--- config.mk ---
export PLATFORM = sky130hd
export DESIGN_NAME = mem_port_arbiter
export DESIGN_NICKNAME = d
export VERILOG_FILES = /design/src/rtl/mem_port_arbiter.sv
export SDC_FILE = /design/constraint.sdc
export NUM_CORES = 1
export LEC_CHECK = 0
export BUFFER_PORTS_ARGS = -buffer_cell sky130_fd_sc_hd__buf_2
export CAP_MARGIN = 20
export CORE_MARGIN = 2
export CORE_UTILIZATION = 45
export CTS_BUF_LIST = sky130_fd_sc_hd__clkbuf_8
export CTS_CLUSTER_SIZE = 20
export DETAILED_ROUTE_END_ITERATION = 12
export PLACE_DENSITY = 0.78
export SLEW_MARGIN = 20
export SYNTH_ARGS = -nofsm -noshare
export SYNTH_HDL_FRONTEND = slang
export SYNTH_SLANG_ARGS = --single-unit
--- constraint.sdc ---
create_clock -name clk_i -period 4.65 [get_ports clk_i]
set_input_delay 0.2325 -clock clk_i [delete_from_list [all_inputs] [get_ports clk_i]]
set_output_delay 0.2325 -clock clk_i [all_outputs]
set_load 0.01 [all_outputs]
--- src/rtl/mem_port_arbiter.sv ---
// Shares one Wishbone-classic port between instruction fetch and the LSU.
// Each access runs as a full bus cycle with registered responses and a bounded wait.
module mem_port_arbiter #(
  parameter int unsigned TIMEOUT_CYCLES = 255,
  parameter int unsigned TO_W           = 8
) (
  input  logic        clk_i,
  input  logic        rst_i,
  input  logic        if_req_i,
  input  logic [31:0] if_addr_i,
  output logic [31:0] if_dat_o,
  output logic        if_ack_o,
  output logic        if_err_o,
  input  logic        lsu_re_i,
  input  logic        lsu_we_i,
  input  logic [31:0] lsu_addr_i,
  input  logic [3:0]  lsu_sel_i,
  input  logic [31:0] lsu_dat_i,
  output logic [31:0] lsu_dat_o,
  output logic        lsu_ack_o,
  output logic        lsu_err_o,
  output logic        wb_cyc_o,
  output logic        wb_stb_o,
  output logic        wb_we_o,
  output logic [31:0] wb_adr_o,
  output logic [3:0]  wb_sel_o,
  output logic [31:0] wb_dat_o,
  input  logic [31:0] wb_dat_i,
  input  logic        wb_ack_i,
  input  logic        wb_err_i
);

  typedef enum logic [1:0] {IDLE, BUS_IF, BUS_LSU, RESP} state_e;

  localparam logic [TO_W-1:0] TO_LAST = TO_W'(TIMEOUT_CYCLES - 1);

  state_e          state_q;
  logic [TO_W-1:0] cnt_q;
  logic            last_lsu_q;
  logic            cyc_q;
  logic            we_q;
  logic [31:0]     adr_q;
  logic [3:0]      sel_q;
  logic [31:0]     wdat_q;
  logic [31:0]     if_dat_q;
  logic [31:0]     lsu_dat_q;
  logic            if_ack_q;
  logic            if_err_q;
  logic            lsu_ack_q;
  logic            lsu_err_q;

  logic lsu_req;
  logic grant_lsu;
  logic grant_if;
  logic timed_out;

  // When both sides want the bus, the one that lost last time wins.
  always_comb begin
    lsu_req   = lsu_re_i | lsu_we_i;
    grant_lsu = lsu_req & (~if_req_i | ~last_lsu_q);
    grant_if  = if_req_i & ~grant_lsu;
    timed_out = (cnt_q == TO_LAST);
  end

  always_ff @(posedge clk_i) begin
    if (rst_i) begin
      state_q    <= IDLE;
      cnt_q      <= '0;
      last_lsu_q <= 1'b0;
      cyc_q      <= 1'b0;
      we_q       <= 1'b0;
      adr_q      <= 32'h0;
      sel_q      <= 4'h0;
      wdat_q     <= 32'h0;
      if_dat_q   <= 32'h0;
      lsu_dat_q  <= 32'h0;
      if_ack_q   <= 1'b0;
      if_err_q   <= 1'b0;
      lsu_ack_q  <= 1'b0;
      lsu_err_q  <= 1'b0;
    end else begin
      case (state_q)
        IDLE: begin
          if (grant_lsu) begin
            state_q    <= BUS_LSU;
            cyc_q      <= 1'b1;
            we_q       <= lsu_we_i;
            adr_q      <= lsu_addr_i;
            sel_q      <= lsu_sel_i;
            wdat_q     <= lsu_dat_i;
            cnt_q      <= '0;
            last_lsu_q <= 1'b1;
          end else if (grant_if) begin
            state_q    <= BUS_IF;
            cyc_q      <= 1'b1;
            we_q       <= 1'b0;
            adr_q      <= if_addr_i & 32'hFFFF_FFFC;
            sel_q      <= 4'hF;
            cnt_q      <= '0;
            last_lsu_q <= 1'b0;
          end
        end
        BUS_IF, BUS_LSU: begin
          // Error outranks a simultaneous ack; a timeout only fires with neither present.
          if (wb_err_i || (!wb_ack_i && timed_out)) begin
            cyc_q   <= 1'b0;
            state_q <= RESP;
            if (state_q == BUS_LSU) lsu_err_q <= 1'b1;
            else                    if_err_q  <= 1'b1;
          end else if (wb_ack_i) begin
            cyc_q   <= 1'b0;
            state_q <= RESP;
            if (state_q == BUS_LSU) begin
              lsu_ack_q <= 1'b1;
              if (!we_q) lsu_dat_q <= wb_dat_i;
            end else begin
              if_ack_q <= 1'b1;
              if_dat_q <= wb_dat_i;
            end
          end else begin
            cnt_q <= cnt_q + 1'b1;
          end
        end
        RESP: begin
          if_ack_q  <= 1'b0;
          if_err_q  <= 1'b0;
          lsu_ack_q <= 1'b0;
          lsu_err_q <= 1'b0;
          state_q   <= IDLE;
        end
        default: state_q <= IDLE;
      endcase
    end
  end

  assign wb_cyc_o  = cyc_q;
  assign wb_stb_o  = cyc_q;
  assign wb_we_o   = we_q;
  assign wb_adr_o  = adr_q;
  assign wb_sel_o  = sel_q;
  assign wb_dat_o  = wdat_q;
  assign if_dat_o  = if_dat_q;
  assign if_ack_o  = if_ack_q;
  assign if_err_o  = if_err_q;
  assign lsu_dat_o = lsu_dat_q;
  assign lsu_ack_o = lsu_ack_q;
  assign lsu_err_o = lsu_err_q;

endmodule

**After elaboration in Yosys (flattened, before gate mapping)**

Index checks and enable logic that the tools add are counted.

- $add $sub $neg: 1
- Multiply operators: 0
- Div/mod/pow operators: 0
- Magnitude comparators: 0
- Equality and inequality tests: 12
- Shifts and indexed selects: 0
- Muxes and demuxes: 34
- Bitwise gates (word level): 10
- Reduce and logical (&&, ||, !) cells: 19

Operators by type and width:

| cell | number |
|---|---|
| 32-bit 2-to-1 mux | 2 |
| 8-bit 2-to-1 mux | 4 |
| 8-bit case mux with 2 select lines | 1 |
| 4-bit AND reduction | 4 |
| 1-bit 2-to-1 mux | 15 |
| 2-bit != test, second input constant | 6 |
| 1-bit case mux with 2 select lines | 5 |
| 3-bit AND reduction | 3 |
| 8-bit by 1-bit adder with 8-bit output, second input constant | 1 |
| 8-bit equality test, second input constant | 1 |
| 2-bit 2-to-1 mux | 4 |
| 4-bit 2-to-1 mux | 2 |
| 3-bit != test, second input constant | 2 |
| 1-bit inverter | 6 |
| 2-bit case mux with 3 select lines | 1 |
| 2-bit AND reduction | 3 |
| 2-bit nonzero test | 3 |
| 5-bit AND reduction | 1 |
| 2-bit equality test, second input constant | 2 |
| 1-bit AND | 2 |
| 2-bit by 1-bit equality test with 1-bit output, second input constant | 1 |
| 2-bit logical NOT | 1 |
| 1-bit OR | 2 |
| 2-bit OR reduction | 1 |
| other kinds (3) | 3 |

- Register bits after elaboration: 149
- Latch bits: 0
- Memory bits (writable): 0
- Bits in read-only memories: 0
- Bits of input ports: 139
- Output and inout port bits: 139
- Word-level logic and storage cells: 90
- Memories: 0

**Longest topological paths before layout**

- Word-level depth: 8
- Depth in mapped cells: 8
- Mapped depth without buffers: 6

**Worst setup path before layout**

OpenSTA, ideal clock, no wires.

- Kind: register to register
- From: register state_q[0]
- To: register cnt_q[1]
- Setup time: 0.065 ns
- Arrival time: 1.850 ns
- Required time: 4.585 ns
- Setup slack: 2.735 ns
- Cell stages (with the launch flop): 8
- Clock period less this slack: 1.915 ns
- Cell sequence: dfxtp_1 -> inv_1 -> ha_1 -> or4b_1 -> buf_2 -> o211ai_1 -> mux2_2 -> nor2_1

- Word-level cells in the longest chain between the ends: 4
- Elaborated cells between the ends (all ways): 10

RTL lines:

| what | RTL line | source |
|---|---|---|
| start: declaration | 37 | `state_e state_q;` |
| start signal: assignment | 67 | `state_q <= IDLE;` |
| start signal: assignment | 85 | `state_q <= BUS_LSU;` |
| start signal: assignment | 94 | `state_q <= BUS_IF;` |
| 2-bit equality test or 2-bit by 1-bit equality test with 1-bit output (tied branches) | 82 | `case (state_q)` |
| 2-bit OR reduction | 82 |  |
| 2-bit != test (no line) or 2-bit nonzero test (tied branches) | -- |  |
| 4-bit AND reduction (no line) | -- |  |
| end signal: assignment | 121 | `cnt_q <= cnt_q + 1'b1;` |
| end: declaration | 38 | `logic [TO_W-1:0] cnt_q;` |

Parallel ways exist; a longest one is shown, timed or not.
A chain may end at the register's enable or synchronous reset.

**Final worst setup path**

- From: register state_q[0]
- To: register if_dat_q[24], in the netlist if_dat_o[24]

- Word-level cells in the longest chain between the ends: 3
- Elaborated cells between the ends (all ways): 5

RTL lines:

| what | RTL line | source |
|---|---|---|
| 2-bit equality test or 2-bit by 1-bit equality test with 1-bit output (tied branches) | 82, 113 |  |
| 2-bit OR reduction or 1-bit inverter (tied branches) | -- |  |
| 4-bit AND reduction (no line) (*) | -- |  |
| end signal: assignment | 118 | `if_dat_q <= wb_dat_i;` |
| end: declaration | 45 | `logic [31:0] if_dat_q;` |

Every way passes the cells marked *; elsewhere a longest branch is shown, timed or not.

==> summary.txt <==
routed vias/inst: 5.03
dpl hpwl: 11,000 um
most frequent cells in the layout: 274 x buf_2, 201 x nand2_1, 149 x dfxtp_1
Post-synth top flop: dfxtp_1
DRC Markers: 0
Synth Instances: 694
placement row count: 41
final wirelength: 16,500 um
GRT overflow: 0
vias after detailed routing: 5,764
commonest non-fill, non-tap cell in the layout: buf_2
Crit. End Element: flip-flop
Final Cycle Share: 0.597
Post-synth EDFFs: 0
I/O Buffers: 275
first-pass GRT wire length: 26,800 um
area delta synth->final: 36.0%
Max H-tree Level: 4
worst hold stages: 3
slew margin rel.: 0.334
Die H: 118 um
nets: 1,107
final setup vio count: 0
Num CTS Buffers: 17
status: finished clean
vias in the first global route: 5,668
HP Class: in -> reg
slew of the pin with the lowest slew margin: 1.00 ns
register area share after synthesis: 0.514
Achievable Freq: 361 MHz
post-synthesis async set-or-reset flop share: 0
Pwr per Cell Area: 531 nW/um^2
Placer Congestion: 0.843
fin. max-slew vios: 0
Inst Count DP: 1,097
Clock Path Buffers: 2
Hold WS: 0.0233 ns
clock sinks: 149
Crit Path Max Fanout: 25
initial antenna violation count: 0
WL/cell: 14.4 um
share of cells above drive strength 1: 0.331
Final Non-Filler Cells: 1,145
Max VDD drop: 0.405 mV
IO Count: 278
Initial DRC Count: 371
skew final: 0.00797 ns
clock latency on the worst-skew pair: 0.44 ns
DIE AREA: 13,800 sq um
synthesized area: 5800 sq um
reg2reg path depth: 7
unrepaired setup endpoints after global routing: no
pin count of the biggest net entering global routing: 106
Mapped Avg Cell Area: 8.36 sq um
CP Class: reg -> reg
setup tns final: 0 ns
Clock Tree Root: clkbuf_8
synthesized flop and latch total: 149
Pre-Repair DR Iteration Count: 6
post-synth net total: 841
CP required: 5.02 ns
# diodes: 0
Total GRT Usage: 0.238
CTS tree: done
Tmin final: 2.77 ns
post-cts gate resize count: 0
Worst setup SP type: flip-flop
clock slew at reported path FFs: 0.08 ns
initial core utilization: 0.460
Synth warnings: 0
CP Data Arrival Time: 3.15 ns
leakage power: 3.68 nW
Die W: 118 um
Max Cap Violations: 0
Synth cell types: 47
Hold Fails Final Rpt: 0
core area: 12,600 sq um
Final ANT Viol Nets: 0
-- metal layers --
layer | global-route usage | wire, um
met3 | 0.0741 | 1080
met2 | 0.419 | 8170
met4 | 0.0866 | 329
met1 | 0.271 | 6890
met5 | 0 | 0
-- power breakdown --
part / total [mW] / leakage (nW) / switching, mW / internal [mW]
registers: 1.69 / 1.22 / 0.140 / 1.55
logic: 1.40 / 2.24 / 0.858 / 0.537
clock network: 1.10 / 0.219 / 0.491 / 0.611
-- kinds of logic (layout without fill, tap and decap cells) --
group                      after synthesis  count (layout)  synth area share
buffers and inverters                   58             337            0.0399
and+or+nand+nor                        270             270             0.190
adders and majority gates                8               8            0.0172
DFF                                    149             149             0.514
muxes                                   31              31            0.0537
AOI/OAI and AO/OA                      178             178             0.185
-- sequential cells by signal (all words and copies together), names as in the netlist, 2 cells and up --
register   count
wb_dat_o      32
lsu_dat_o     32
wb_adr_o      32
wb_sel_o       4
state_q        2
cnt_q          8
if_dat_o      32
-- final cells by class --
type | instances | area [sq um]
Inverter | 6 | 22.5
Tap cell | 172 | 215
Clock buffer | 19 | 262
Timing Repair Buffer | 299 | 1620
Fill cell | 1118 | 4730
Multi-Input combinational cell | 487 | 2620
Clock inverter | 13 | 179
Sequential cell | 149 | 2980
-- synth_stat cells (2+ instances only) --
master,count,area (sq um)
nand2_1,201,754
dfxtp_1,149,2980
a311oi_1,5,43.8
o211ai_1,2,15.0
inv_1,6,22.5
clkbuf_1,39,146
and2_1,2,12.5
a21boi_0,3,22.5
nand3_1,4,20.0
mux2i_1,30,300
nor2_1,46,173
o31ai_1,4,30.0
o21a_1,2,15.0
buf_1,4,15.0
o21ai_0,6,30.0
a22oi_1,3,22.5
a21o_1,2,15.0
buf_2,8,40.0
nand4b_1,2,17.5
a21oi_1,107,536
ha_1,8,100
a211oi_1,32,240
nand2b_1,2,12.5
o22ai_1,4,25.0
-- final timing paths --
| check | from | slack, ns | endpoint |
|---|---|---|---|
| setup / recovery | state_q[0] | 1.88 | if_dat_o[24] |
| hold / removal | lsu_dat_i[8] | 0.02 | wb_dat_o[8] |
| setup reg to reg | state_q[0] | 1.88 | if_dat_o[24] |
| hold reg to reg | if_dat_o[1] | 0.45 | if_dat_o[1] |
-- through the flow --
stage	utilization	area [sq um]	setup WS [ns]	power (mW)
2_1_floorplan	-	5800	2.74	2.58
3_3_place_gp	0.576	7270	1.94	3.06
3_5_place_dp	0.576	7270	1.90	3.09
4_1_cts	0.622	7850	1.88	4.20
5_1_grt	0.625	7890	1.63	4.45
6_report	0.625	7890	1.88	4.19
-- timing repair --
item                                    4_1_cts  5_1_grt
buffers inserted                              0        0
hold endpoints to repair                     14        1
endpoints found under the setup margin        0        0
hold buffers                                 14        1
-- critical path, stage by stage (launching register included) --
cell	delay, ns
dfxtp_1	0.39
inv_1	0.12
ha_1	0.52
nor2b_1	0.32
and3b_1	0.86
buf_4	0.30
nand2_1	0.06
a21oi_1	0.12
Power figures use the tool's default switching activity.
